$ cat src/rtl/input_buffer_rc.sv
// input_buffer_rc
// Per-input-port flit FIFO with XY route computation for the 2x4 mesh router.
// Stores flits from the upstream link and presents the front flit together
// with its output-port request to the switch allocator. The front flit is
// popped when the router signals a crossbar grant.
//
// Ports:
//   clk        in   rising-edge clock
//   rst_n      in   asynchronous active-low reset
//   in_valid   in   upstream flit present
//   in_flit    in   upstream flit (DATA_W bits, [DATA_W-1:DATA_W-2] = type)
//   in_ready   out  buffer can accept a flit this cycle
//   grant      in   front flit traverses the crossbar this cycle (pop)
//   out_flit   out  front flit of the FIFO
//   dst        out  output-port request (OUT_*_PORT or EMPTY)
//   dst_en     out  one-cycle pulse whenever dst changes value
//   count      out  current occupancy
//   grant_err  out  sticky flag: grant seen while the FIFO was empty

module input_buffer_rc #(
  parameter int DATA_W  = 32,
  parameter int DEPTH   = 4,
  parameter int X_W     = 2,
  parameter int Y_W     = 1,
  parameter int LOCAL_X = 0,
  parameter int LOCAL_Y = 0
) (
  input  logic                       clk,
  input  logic                       rst_n,
  input  logic                       in_valid,
  input  logic [DATA_W-1:0]          in_flit,
  output logic                       in_ready,
  input  logic                       grant,
  output logic [DATA_W-1:0]          out_flit,
  output logic [2:0]                 dst,
  output logic                       dst_en,
  output logic [$clog2(DEPTH):0]     count,
  output logic                       grant_err
);

  // Output-port codes shared with the switch allocator.
  localparam logic [2:0] EMPTY          = 3'd0;
  localparam logic [2:0] OUT_X1_PORT    = 3'd1;
  localparam logic [2:0] OUT_X2_PORT    = 3'd2;
  localparam logic [2:0] OUT_Y1_PORT    = 3'd3;
  localparam logic [2:0] OUT_LOCAL_PORT = 3'd4;

  localparam int PTR_W = $clog2(DEPTH);
  localparam int CNT_W = PTR_W + 1;

  logic [DATA_W-1:0] mem [DEPTH];
  logic [PTR_W-1:0]  wr_ptr;
  logic [PTR_W-1:0]  rd_ptr;
  logic [CNT_W-1:0]  count_r;
  logic [2:0]        route_reg;
  logic [2:0]        dst_prev;
  logic              grant_err_r;

  logic              push;
  logic              pop;
  logic [1:0]        front_type;
  logic              front_is_head;
  logic              front_is_tail;
  logic [X_W-1:0]    front_x;
  logic [Y_W-1:0]    front_y;
  logic [2:0]        route_calc;
  logic [2:0]        dst_c;

  assign in_ready = (count_r < CNT_W'(DEPTH));
  assign push     = in_valid & in_ready;
  assign pop      = grant & (count_r != '0);

  assign out_flit = mem[rd_ptr];

  // Type bit 0 marks head/single (route-carrying), bit 1 marks tail/single
  // (packet-closing).
  assign front_type    = out_flit[DATA_W-1 -: 2];
  assign front_is_head = front_type[0];
  assign front_is_tail = front_type[1];
  assign front_x       = out_flit[DATA_W-3 -: X_W];
  assign front_y       = out_flit[DATA_W-3-X_W -: Y_W];

  // Dimension-ordered routing: resolve x first, then y, then eject.
  always_comb begin
    route_calc = OUT_LOCAL_PORT;
    if (front_x < X_W'(LOCAL_X))
      route_calc = OUT_X1_PORT;
    else if (front_x > X_W'(LOCAL_X))
      route_calc = OUT_X2_PORT;
    else if (front_y != Y_W'(LOCAL_Y))
      route_calc = OUT_Y1_PORT;
  end

  // Body and tail flits follow the route latched when their head left.
  always_comb begin
    dst_c = route_reg;
    if (count_r == '0)
      dst_c = EMPTY;
    else if (front_is_head)
      dst_c = route_calc;
  end

  assign dst       = dst_c;
  assign dst_en    = (dst_c != dst_prev);
  assign count     = count_r;
  assign grant_err = grant_err_r;

  always_ff @(posedge clk or negedge rst_n) begin
    if (!rst_n) begin
      for (int i = 0; i < DEPTH; i++)
        mem[i] <= '0;
      wr_ptr      <= '0;
      rd_ptr      <= '0;
      count_r     <= '0;
      route_reg   <= EMPTY;
      dst_prev    <= EMPTY;
      grant_err_r <= 1'b0;
    end else begin
      dst_prev <= dst_c;

      if (push) begin
        mem[wr_ptr] <= in_flit;
        wr_ptr      <= wr_ptr + PTR_W'(1);
      end

      if (pop) begin
        rd_ptr <= rd_ptr + PTR_W'(1);
        if (front_is_tail)
          route_reg <= EMPTY;
        else if (front_is_head)
          route_reg <= route_calc;
      end

      if (push && !pop)
        count_r <= count_r + CNT_W'(1);
      else if (pop && !push)
        count_r <= count_r - CNT_W'(1);

      if (grant && (count_r == '0))
        grant_err_r <= 1'b1;
    end
  end

endmodule
$ cat config.mk
export PLATFORM = sky130hd
export DESIGN_NAME = input_buffer_rc
export DESIGN_NICKNAME = d
export VERILOG_FILES = /design/src/rtl/input_buffer_rc.sv
export SDC_FILE = /design/constraint.sdc
export NUM_CORES = 1
export LEC_CHECK = 0
export BUFFER_PORTS_ARGS = -buffer_cell sky130_fd_sc_hd__buf_2
export CAP_MARGIN = 40
export CORE_MARGIN = 3
export CORE_UTILIZATION = 50
export DETAILED_ROUTE_END_ITERATION = 12
export PLACE_DENSITY_LB_ADDON = 0.1
export SYNTH_ARGS = -nofsm -noshare
export SYNTH_HDL_FRONTEND = slang
export SYNTH_SLANG_ARGS = --single-unit
$ cat constraint.sdc
create_clock -name clk -period 4.31 [get_ports clk]
set_input_delay 0.862 -clock clk [delete_from_list [all_inputs] [get_ports clk]]
set_output_delay 0.862 -clock clk [all_outputs]
set_load 0.01 [all_outputs]
After elaboration in Yosys (flattened, before gate mapping)

Cells that the tools add are included.
W data, S select, Z words.

Flip-flop bits (word level): 142
Latch bits: 0
Bits in writable memories: 0
Bits in read-only memories: 0
Input port bits: 36
Word-level logic and storage cells: 48
Memories kept: 0

Add/subtract/negate cells: 4
$mul: 0
Div/mod/pow operators: 0
Order comparisons: 6
Equal/unequal tests: 1
Shifts and indexed selects: 0
Muxes and demuxes: 14
Bitwise operators: 4
Reductions and logical operators: 9

Operators by type and width:

| operator              | count |
|---|---|
| $bwmux W128           | 1 |
| $mux W32              | 3 |
| $bmux W32 S2          | 1 |
| $demux W32 S2         | 1 |
| $mux W3               | 8 |
| $ge A3 B3 Y1 const B  | 2 |
| $not A2 Y3            | 2 |
| $add A2 B1 Y2 const B | 2 |
| $logic_and A1 B1 Y1   | 4 |
| $add A3 B1 Y3 const B | 1 |
| $logic_not A3 Y1      | 1 |
| $lt A3 B1 Y1 const B  | 1 |
| $lt A3 B3 Y1 const B  | 1 |
| $ne A3 B3 Y1          | 1 |
| $reduce_bool A3 Y1    | 1 |
| $sub A3 B1 Y3 const B | 1 |
| $and A1 B1 Y1         | 2 |
| $gt A2 B1 Y1 const B  | 1 |
| $logic_not A1 Y1      | 2 |
| $lt A2 B1 Y1 const B  | 1 |
| $reduce_bool A2 Y1    | 1 |

Logic depth before layout (Yosys ltp)

Gate-level depths: netlist of run 1.

Word-level depth: 10
Mapped depth: 8

Worst setup path before layout of run 1

No wires, ideal clock.

Path kind: reg2out
Start: register rd_ptr[0]
End: output port dst_en
Arrival time: 1.869 ns
Required time: 3.448 ns
Setup slack: 1.579 ns
Cell stages (with the launch flop): 6
Cell sequence: dfrtp_1 buf_6 mux4_2 or3_1 a221o_1 nand4b_1

Longest elaborated chain between the ends: 10
Elaborated cells on any way between the ends: 12

RTL lines:

| what                                           | line | source |
|---|---|---|
| from (decl)                                    | 53   | `logic [PTR_W-1:0] rd_ptr;` |
| from (signal assigned)                         | 127  | `rd_ptr <= rd_ptr + PTR_W'(1);` |
| $not A2 Y3 (implied by the code) *             | 73   | `assign out_flit = mem[rd_ptr];` |
| $bmux W32 S2 *                                 | 73   |  |
| $mux W32 (implied by the code) * (2 in series) | 73   |  |
| via out_flit[28]                               | 34   | `output logic [DATA_W-1:0] out_flit,` |
| $gt A2 B1 Y1                                   | 88   | `else if (front_x > X_W'(LOCAL_X))` |
| $mux W3                                        | 88   |  |
| $mux W3 *                                      | 86   | `if (front_x < X_W'(LOCAL_X))` |
| $mux W3 *                                      | 99   | `else if (front_is_head)` |
| $mux W3 *                                      | 97   | `if (count_r == '0)` |
| $ne A3 B3 Y1 *                                 | 104  | `assign dst_en = (dst_c != dst_prev);` |
| to (decl)                                      | 36   | `output logic dst_en,` |

Mark *: on every way through the listed nets, which the timed path passes. The rest lies on a longest branch. The select of a mux whose other input is x is not followed.

Worst setup path in the final report of run 1

Start: register rd_ptr[0]
End: output port dst_en

Longest elaborated chain between the ends: 10
Elaborated cells on any way between the ends: 12

RTL lines:

| what                                           | line |
|---|---|
| $not A2 Y3 (implied by the code) *             | 73 |
| $bmux W32 S2 *                                 | 73 |
| $mux W32 (implied by the code) * (2 in series) | 73 |
| $gt A2 B1 Y1 or $mux W3 (tied branches)        | 88, 90 |
| $mux W3                                        | 88 |
| $mux W3                                        | 86 |
| $mux W3 *                                      | 99 |
| $mux W3 *                                      | 97 |
| $ne A3 B3 Y1 *                                 | 104 |

Every way passes the cells marked *; elsewhere a longest branch is shown, timed or not. The select of a mux whose other input is x is not followed.

==> metrics.md, run 1 <==
| Metric | Value |
|---|---|
| Outcome | finished clean |
| R2R Path End | dst_prev[2] |
| RD Place Congestion | 0.852 |
| Max-Slew Margin vs Limit | 0.546 |
| 1st-iter DRT viols | 267 |
| Metal3 WL | 553 um |
| Max FFs per register | 128 |
| Clock slew at reported path FFs | 0.06 ns |
| Ant diodes | 0 |
| Metal2 WL | 6030 um |
| Final Hold Vio Count | 0 |
| Setup repair bufs after CTS | 0 |
| Core footprint | 12100 um^2 |
| Fmax | 0.272 GHz |
| Largest reg by FF count | mem |
| Met1 Wirelength | 5360 um |
| Max Used Layer | met4 |
| Detailed Routing Iterations Pass 1 | 4 |
| R2R Setup Slk | 2.07 ns |
| CP Max Fanout | 31 |
| Row cnt | 40 |
| Highest ir drop seen on vdd | 408 uV |
| Yosys cell types | 32 |
| Synth-to-Final Area Change | 20.7% |
| Hold crit path type | primary input to asynchronous set/reset pin |
| Nature of the critical path endpoint | output port |
| Vias in the first global route | 3902 |
| I/O pin count | 77 |
| Die Y | 118 um |
| Initial antenna violation count | 0 |
| Final Cycle Share | 0.852 |
| CTS tree | done |
| Crit path kind | flop to output port |
| Synth Register Bits | 142 |
| Clock Sinks | 142 |
| Final min period | 3.67 ns |
| DP Wirelength | 7770 um |
| Post-CTS Resized | 0 |
| Crit start category | flop |
| Layout cells sized above 1 | 0.588 |
| CTS max path bufs | 2 |
| PD cells | 866 nW/um^2 |
| Total Die Area | 13800 um^2 |
| Layout Cells excl Fill | 648 |
| Total Neg Setup Slack | 0 ns |
| Placed cell count | 616 |
| CTS buffer count | 17 |
| Required @ worst endpoint | 3.45 ns |
| Final #Nets | 509 |
| Syn Nets | 428 |
| Post-route ant nets | 0 |
| Slew at the pin with the worst max-slew slack | 0.679 ns |
| GRT overflow | 0 |
| Largest net degree at the start of global routing | 71 |
| I/O Buffers | 76 |
| All-Layer GR Usage | 0.190 |
| Launch point of the worst reg-to-reg path | rd_ptr[0] |
| CTS Hold Bufs | 0 |
| Syn avg cell area | 16.1 um^2 |
| Starting Density | 0.515 |
| Clock Skews | 0.00859 ns |
| First-pass GRT wire length | 20600 um |
| Mapped Cells | 386 |
| Drt wl/cell | 18.7 um |
| Detailed-route DRC error count | 0 |
| Synthesized cell area | 6230 um^2 |
| RSZ-0062 raised after global routing | false |
| Leakage power | 3.34 nW |
| Seq/Total Area, Yosys | 0.570 |
| Clk_lat worst skew | 0.42 ns |
| Max Cap Violations | 0 |
| Finish-stage setup viols | 0 |
| Yosys warning count | 0 |
| Final Max Tran Viols | 0 |
| Vias | 3599 |
| Total wire length | 12100 um |
| Vias per cell | 5.55 |
| Reg2reg path depth | 5 |
| Clk root buf | clkbuf_16 |
| H-tree depth | 4 |
| Die X | 118 um |
| Worst EP arrival | 2.81 ns |
## cells in the final DEF (no fill, tap or decap), drive strengths merged, types with 2 or more instances in the layout
| cell | count |
|---|---|
| dfrtp | 142 |
| mux2 | 129 |
| buf | 84 |
| mux4 | 32 |
| clkbuf | 21 |
| nand2 | 8 |
| nor2 | 6 |
| inv | 5 |
| o21ai | 5 |
| xnor2 | 5 |
| ha | 5 |
| bufinv | 5 |
| nand2b | 4 |
| or3 | 3 |
| clkinvlp | 3 |
| clkinv | 3 |
| nor3 | 2 |
| a21oi | 2 |
| nand3 | 2 |
## synth_stat cells
master,instances,share of area
a211oi_1,1,0.0012
a21o_1,1,0.0012
a21oi_1,2,0.0016
a221o_1,1,0.0016
a221oi_1,1,0.0014
a22o_1,1,0.0014
a32o_1,1,0.0016
buf_1,15,0.0090
buf_2,3,0.0024
buf_6,1,0.0018
clkbuf_1,3,0.0018
dfrtp_1,142,0.57
fa_1,1,0.0032
ha_1,5,0.010
inv_1,5,0.0030
mux2_2,129,0.23
mux2i_1,1,0.0016
mux4_2,32,0.12
nand2_1,8,0.0048
nand2b_1,4,0.0040
nand3_1,2,0.0016
nand4b_1,1,0.0014
nor2_1,6,0.0036
nor2b_1,1,0.0010
nor3_1,2,0.0016
nor4b_2,1,0.0024
o211ai_1,1,0.0012
o21ai_0,5,0.0040
o31ai_1,1,0.0012
or3_1,3,0.0030
xnor2_1,5,0.0070
xor2_1,1,0.0014
## metal layers
metal  track usage  vias up
met5             0        -
met4        0.0791        0
met3        0.0572       16
met2         0.300       81
met1         0.248     1906
li1              -     1596
## logic make-up (layout without fill, tap and decap cells)
| kind of cell | Yosys count | in the layout | share of synthesized area |
|---|---|---|---|
| muxes | 162 | 162 | 0.350 |
| adders and majority gates | 6 | 6 | 0.0132 |
| xor gates and xnor gates | 6 | 6 | 0.00843 |
| and+or+nand+nor | 28 | 28 | 0.0235 |
| DFF | 142 | 142 | 0.570 |
| AOI/OAI and AO/OA | 15 | 15 | 0.0165 |
| buffers and inverters | 27 | 121 | 0.0181 |
## worst max path at each step
| stage | from | to | slack (ns) | cells after the start |
|---|---|---|---|---|
| final | rd_ptr[0] | dst_en | 0.64 | 6 |
| after global routing | rd_ptr[0] | dst_en | 0.33 | 6 |
| after CTS | rd_ptr[0] | dst_en | 0.57 | 6 |
| after detailed placement | rd_ptr[0] | dst_en | 1.08 | 6 |
| after global placement | rd_ptr[0] | dst_en | 1.19 | 6 |
| after floorplan | rd_ptr[0] | dst_en | 1.58 | 5 |
## worst max-delay path, cell delays in order (launching register included)
cell and delay (ns):
dfrtp_2 0.42, buf_4 0.57, mux4_2 0.46, nor4b_2 0.48
nor3_1 0.10, nand4b_1 0.19, buf_2 0.16
## layout make-up
| cell class | count | area (um^2) |
|---|---|---|
| inverter | 5 | 18.8 |
| sequential | 142 | 3560 |
| multi-input combinational | 217 | 2580 |
| tap | 168 | 210 |
| fill | 932 | 4590 |
| timing repair buffer | 84 | 512 |
| clock inverter | 11 | 188 |
| clock buffer | 21 | 460 |
## power by group
part | leakage, nW | total [mW] | internal, mW | switching (mW)
Combinational | 1.33 | 2.55 | 1.45 | 1.10
Sequential | 1.71 | 2.38 | 2.01 | 0.371
Clock | 0.309 | 1.59 | 1.05 | 0.532
Total | 3.34 | 6.52 | 4.51 | 2.00
## stage by stage
step | area [um^2] | util | worst slack, ns | power [mW] | hold slack (ns)
after global placement | 6780 | 0.560 | 1.19 | 4.87 | 0.437
after detailed placement | 6870 | 0.568 | 1.08 | 4.98 | 0.442
final | 7520 | 0.621 | 0.639 | 6.52 | 0.444
after global routing | 7520 | 0.621 | 0.331 | 6.93 | 0.464
after floorplan | 6230 | - | 1.58 | 4.16 | 0.461
after CTS | 7520 | 0.621 | 0.565 | 6.60 | 0.455
No activity file was read; power rests on OpenSTA's default activity.
==> run 2, diff against run 1 <==
Settings changed: CORE_UTILIZATION 50 to 46.
==> metrics.md, run 2 (synthesized netlist as in run 1, its figures left out) <==
| Metric | Value |
|---|---|
| Most frequent cells in the layout | 140 x dfrtp_1, 129 x mux2_2, 75 x buf_2 |
| Vias per cell | 5.47 (-1.6%) |
| Final min period | 3.36 ns (-0.310 ns) |
| Reg2reg path depth | 4 (-1) |
| Top Family by Delay on Critical Path | multiplexers |
| Clk root buf | clkbuf_16 |
| RD Place Congestion | 0.711 (-17%) |
| Die Y | 122 um (+4.0%) |
| Nature of the critical path endpoint | output port |
| Post-CTS Resized | 0 (unchanged) |
| I/O pin count | 77 (unchanged) |
| 1st-iter DRT viols | 122 (-54%) |
| First-pass GRT wire length | 20700 um (+0.67%) |
| Worst EP arrival | 2.50 ns (-0.31 ns) |
| Final Cycle Share | 0.780 (-0.0720) |
| CTS max path bufs | 2 (unchanged) |
| WHS | 0.411 ns (-0.0325 ns) |
| RSZ-0062 raised after global routing | false |
| Reg area | 3560 um^2 (unchanged) |
| Post-route ant nets | 0 (unchanged) |
| Total wire length | 12400 um (+2.2%) |
| Starting Density | 0.482 (-0.0325) |
| PD cells | 856 nW/um^2 (-1.1%) |
| Finish-stage setup viols | 0 (unchanged) |
| Detailed-route DRC error count | 0 (unchanged) |
| Outcome | finished clean |
| Highest ir drop seen on vdd | 373 uV (-8.5%) |
| DP Area | 6900 um^2 (+0.36%) |
| Synth-to-Final Area Change | 20.3% |
| PnR Total Power | 6.42 mW (-1.4%) |
| Final Hold Vio Count | 0 (unchanged) |
| Pre-CTS WS | 1.36 ns (+0.287 ns) |
| Total Die Area | 15000 um^2 (+8.2%) |
| Slew at the pin with the worst max-slew slack | 0.721 ns (+0.0416 ns) |
| Vias | 3564 (-0.97%) |
| Setup repair bufs after CTS | 0 (unchanged) |
| CTS buffer count | 17 (unchanged) |
| Total Neg Setup Slack | 0 ns (unchanged) |
| Most common cell after layout, fill and taps aside | dfrtp_1 |
| Critical path's slowest cell | mux4_2 |
| CTS Hold Bufs | 0 (unchanged) |
| R2R Path End | route_reg[2] |
| All-Layer GR Usage | 0.184 (-0.00624) |
| Leakage power | 3.34 nW (-0.14%) |
| GRT overflow | 0 (unchanged) |
| Required @ worst endpoint | 3.45 ns (about the same) |
| Final Max Tran Viols | 0 (unchanged) |
| Max-Slew Margin vs Limit | 0.518 (-0.0278) |
| Clock Skews | 0.00416 ns (-0.00443 ns) |
| Clock Sinks | 142 (unchanged) |
| I/O Buffers | 76 (unchanged) |
| Clk_lat worst skew | 0.41 ns (about the same) |
| DP Wirelength | 7950 um (+2.3%) |
| Max incr delay on CP | 0.60 ns (+0.03 ns) |
| Crit path kind | flop to output port |
| Ant diodes | 0 (unchanged) |
| Final instance area | 7500 um^2 (-0.30%) |
| Core footprint | 12900 um^2 (+6.7%) |
| Largest net degree at the start of global routing | 65 (-8.5%) |
| Fmax | 0.298 GHz (+9.2%) |
| Vias in the first global route | 3860 (-1.1%) |
| Final #Nets | 509 (unchanged) |
| CTS tree | done |
| Multi-input gate area | 2580 um^2 (unchanged) |
| Clock slew at reported path FFs | 0.06 ns (about the same) |
| Drt wl/cell | 19.0 um (+1.6%) |
| Max FFs per register | 128 (unchanged) |
| CP bufs+invs | 1 (-1) |
| Crit start category | flop |
| Launch point of the worst reg-to-reg path | rd_ptr[0] |
| CP Max Fanout | 8 (-74%) |
| R2R Setup Slk | 2.04 ns (-0.03 ns) |
| Hold crit path type | primary input to asynchronous set/reset pin |
| Layout cells sized above 1 | 0.588 (unchanged) |
| Crit-path cells | mux4_2, or3_1, a221o_1, nand4b_1, buf_2 |
| Max Cap Violations | 0 (unchanged) |
| Final worst slack | 0.949 ns (+0.310 ns) |
| FILL cells | 1069 (+15%) |
| Row cnt | 41 (+2.5%) |
| Detailed Routing Iterations Pass 1 | 4 (unchanged) |
| Initial antenna violation count | 0 (unchanged) |
| Die X | 122 um (+4.0%) |
| H-tree depth | 4 (unchanged) |
| Largest reg by FF count | mem |
==> run 2: cell types whose count changed in the layout (fill, tap and decap cells not counted), sizes merged <==
cell / before / now
bufinv: 5 / 3
clkinv: 3 / 7
clkinvlp: 3 / 1
==> run 2: area by class of cell <==
type | instances | area share
inverter | 5 | 0.00250
timing repair buffer | 84 | 0.0709
tap | 172 | 0.0287
clock inverter | 11 | 0.0187
multi-input combinational | 217 | 0.344
clock buffer | 21 | 0.0614
sequential | 142 | 0.474
==> run 2: through the flow <==
stage / util / std cells
floorplan: - / 386
global placement: 0.524 / 615
detailed placement: 0.534 / 620
CTS: 0.580 / 652
global route: 0.580 / 652
finish: 0.580 / 652
==> run 2: how the worst max path moves through the flow <==
| stage | startpoint | to | depth (start not counted) |
|---|---|---|---|
| after global placement | rd_ptr[0] | dst_en | 5 |
| after floorplan | rd_ptr[0] | dst_en | 5 |
| after CTS | rd_ptr[0] | dst_en | 5 |
| after detailed placement | rd_ptr[0] | dst_en | 5 |
| after global routing | rd_ptr[0] | dst_en | 5 |
| final | rd_ptr[0] | dst_en | 5 |
==> run 2: per-layer routing <==
metal / track usage / up-vias / part of all wire
met1: 0.249 / 1886 / 0.45
li1: - / 1598 / -
met2: 0.284 / 68 / 0.49
met4: 0.0574 / 0 / 0.013
met3: 0.0618 / 12 / 0.048
met5: 0 / - / 0
==> run 2: worst register-to-register path, stage by stage (launching register included) <==
cell	delay [ns]
dfrtp_2	0.51
buf_4	0.55
mux4_2	0.67
o211ai_1	0.29
a22o_1	0.20
==> run 2: power by group <==
group / internal (mW) / total, mW / switching [mW]
sequential: 2.01 / 2.36 / 0.356
combinational: 1.46 / 2.58 / 1.12
clock: 0.937 / 1.48 / 0.541
==> run 3, diff against run 2 <==
Settings changed: ABC_AREA set to 1.
Clock period 4.31 ns to 3.2 ns, I/O delays scaled along.
==> metrics.md, run 3 <==
| Metric | Value |
|---|---|
| Outcome | finished clean |
| CTS buffer count | 17 (unchanged) |
| I/O pin count | 77 (unchanged) |
| Syn avg cell area | 8.66 um^2 (-46%) |
| Layout Cells excl Fill | 981 (+50%) |
| Syn Nets | 774 (+81%) |
| Starting Density | 0.475 (-0.00722) |
| Crit-path cells | inv_2, nand2_1, nand3_1, nand2_4, nand2_1, nand3_2, nand2_1, nand2_1, nor2_1, nand2_1, buf_2 |
| Final instance area | 7450 um^2 (-0.70%) |
| RSZ-0062 raised after global routing | false |
| Total Neg Setup Slack | 0 ns (unchanged) |
| Top Family by Delay on Critical Path | simple AND/OR/NAND/NOR gates |
| Highest ir drop seen on vdd | 493 uV (+32%) |
| Largest reg by FF count | mem |
| Final #Nets | 834 (+64%) |
| Clock slew at reported path FFs | 0.06 ns (about the same) |
| Leakage power | 3.71 nW (+11%) |
| Post-route ant nets | 0 (unchanged) |
| Clk_lat worst skew | 0.42 ns (about the same) |
| Number of synthesized flops with an enable pin | 0 (unchanged) |
| Vias per cell | 5.18 (-5.3%) |
| Mapped Cells | 732 (+90%) |
| Synth-to-Final Area Change | 17.5% |
| Setup repair bufs after CTS | 0 (unchanged) |
| Largest net degree at the start of global routing | 84 (+29%) |
| Synth area leader | dfrtp_1 |
| Detailed-route DRC error count | 0 (unchanged) |
| Layout cells sized above 1 | 0.184 (-0.404) |
| Pre-CTS WS | 0.680 ns (-0.685 ns) |
| Yosys cell types | 31 (-3.1%) |
| CP Max Fanout | 22 (+14) |
| Final worst slack | 0.245 ns (-0.705 ns) |
| Yosys warning count | 0 (unchanged) |
| Clock Skews | 0.00822 ns (+0.00406 ns) |
| Synthesized cell area | 6340 um^2 (+1.7%) |
| Vias in the first global route | 4931 (+28%) |
| Top_reg_cell synth | dfrtp_1 |
| Clock Sinks | 142 (unchanged) |
| Total Die Area | 15200 um^2 (+1.6%) |
| Initial antenna violation count | 0 (unchanged) |
| Area contributors post-synth | dfrtp_1 56%, o21ai_0 15%, nand2_1 9.6%, nor2_1 3.7%, inv_1 3.1% |
| Ys async rst share | 1.00 (unchanged) |
| Detailed Routing Iterations Pass 1 | 5 (+1) |
| Worst EP arrival | 2.32 ns (-0.18 ns) |
| DP Wirelength | 9180 um (+16%) |
| Synth cell count leaders | 185 x o21ai_0, 162 x nand2_1, 142 x dfrtp_1 |
| CP bufs+invs | 2 (+1) |
| Max Cap Violations | 0 (unchanged) |
| H-tree depth | 4 (unchanged) |
| Final Hold Vio Count | 0 (unchanged) |
| R2R Setup Slk | 0.99 ns (-1.05 ns) |
| Final Max Tran Viols | 0 (unchanged) |
| GRT overflow | 0 (unchanged) |
| CP dominant cell by count | nand2_1 |
| Total wire length | 14800 um (+19%) |
| CTS tree | done |
| Hold crit path type | primary input to asynchronous set/reset pin |
| PD cells | 1140 nW/um^2 (+33%) |
| Nature of the critical path endpoint | output port |
| Max FFs per register | 128 (unchanged) |
| Most frequent cells in the layout | 185 x o21ai_0, 162 x nand2_1, 141 x dfrtp_1 |
| Final Util | 0.558 (-0.0222) |
| Ant diodes | 0 (unchanged) |
| CTS max path bufs | 2 (unchanged) |
| Crit start category | flop |
| RD Place Congestion | 0.816 (+15%) |
| Max incr delay on CP | 0.55 ns (-0.05 ns) |
| Max-Slew Margin vs Limit | 0.484 (-0.0349) |
| Die X | 123 um (+0.80%) |
| Core footprint | 13300 um^2 (+3.3%) |
| Placed cell count | 949 (+53%) |
| First-pass GRT wire length | 24800 um (+20%) |
| Row cnt | 42 (+2.4%) |
| All-Layer GR Usage | 0.210 (+0.0261) |
| Final Cycle Share | 0.924 |
| Synth Register Bits | 142 (unchanged) |
| Most common cell after layout, fill and taps aside | o21ai_0 |
| DP Area | 6870 um^2 (-0.45%) |
| 1st-iter DRT viols | 421 (+250%) |
| Crit path kind | flop to output port |
| Drt wl/cell | 15.1 um (-21%) |
| Vias | 5080 (+43%) |
| Required @ worst endpoint | 2.56 ns (-0.89 ns) |
| Clk root buf | clkbuf_16 |
| Final min period | 2.96 ns |
| Critical path's slowest cell | dfrtp_2 |
| FILL cells | 1249 (+17%) |
| Slew at the pin with the worst max-slew slack | 0.775 ns (+0.0539 ns) |
| Count leader, synth | o21ai_0 |
| Finish-stage setup viols | 0 (unchanged) |
| Seq/Total Area, Yosys | 0.560 (-0.00956) |
| Post-synth top area share | 0.560 (-0.00956) |
| I/O Buffers | 76 (unchanged) |
| Die Y | 123 um (+0.80%) |
| Fmax | 0.338 GHz |
[run 3: cell types whose count changed in the layout (fill, tap and decap cells not counted), sizes merged, moves of 28 or more]
cell | before | now
o22ai | 0 | 28
nor2 | 6 | 63
nand2 | 8 | 179
o21ai | 5 | 188
inv | 5 | 57
mux2 | 129 | 1
mux4 | 32 | 0
[run 3: metal layers]
layer	track usage	up-vias	share of wire	wire (um)
li1	-	2510	-	-
met1	0.289	2453	0.48	7050
met2	0.330	104	0.47	6940
met3	0.0554	13	0.045	660
met4	0.0609	0	0.011	161
met5	0	-	0	0
[run 3: area by class of cell]
| type | count | area [um^2] | area share |
|---|---|---|---|
| sequential | 142 | 3550 | 0.477 |
| multi-input combinational | 488 | 2360 | 0.318 |
| timing repair buffer | 86 | 515 | 0.0692 |
| clock buffer | 18 | 429 | 0.0576 |
| tap | 176 | 220 | 0.0296 |
| inverter | 57 | 216 | 0.0291 |
| clock inverter | 14 | 146 | 0.0197 |
[run 3: cell families after synthesis]
logic type,Yosys count,synth area share
and+or+nand+nor,258,0.172
AOI/OAI and AO/OA,219,0.180
DFF,142,0.560
buffers and inverters,102,0.0665
adders and majority gates,6,0.0130
xor gates and xnor gates,4,0.00553
muxes,1,0.00178
[run 3: final timing paths]
kind,cells past startpoint,startpoint,endpoint
min,1,rst_n,mem[69]
max in group asynchronous,2,rst_n,mem[75]
min in group clk,2,grant,grant_err
min reg2reg,1,grant_err,grant_err
max,11,rd_ptr[0],dst_en
max reg2reg,9,count[0],count[2]
[run 3: repair_timing]
item,in CTS,in global routing
setup endpoints to repair,0,1
hold buffers,0,0
gates resized for setup,0,1
[run 3: worst register-to-register path, cell delays in order (launching register included)]
cell and delay, ns:
dfrtp_1 0.43, nor3_1 0.24, inv_1 0.18, nand2_1 0.22, ha_1 0.18, inv_1 0.06
fa_1 0.37, a21oi_1 0.14, o21ai_0 0.11, xor2_1 0.15
[run 3: through the flow]
step	power, mW	hold WS, ns
after floorplan	5.45	0.344
after global placement	6.50	0.439
after detailed placement	6.61	0.447
after CTS	8.54	0.301
after global routing	9.21	0.319
final	8.47	0.261
[run 3: power by group]
group / switching (mW) / internal [mW] / leakage [nW]
Clock: 0.756 / 1.14 / 0.264
Combinational: 2.15 / 1.32 / 1.66
Sequential: 0.486 / 2.61 / 1.78
Total: 3.39 / 5.07 / 3.71
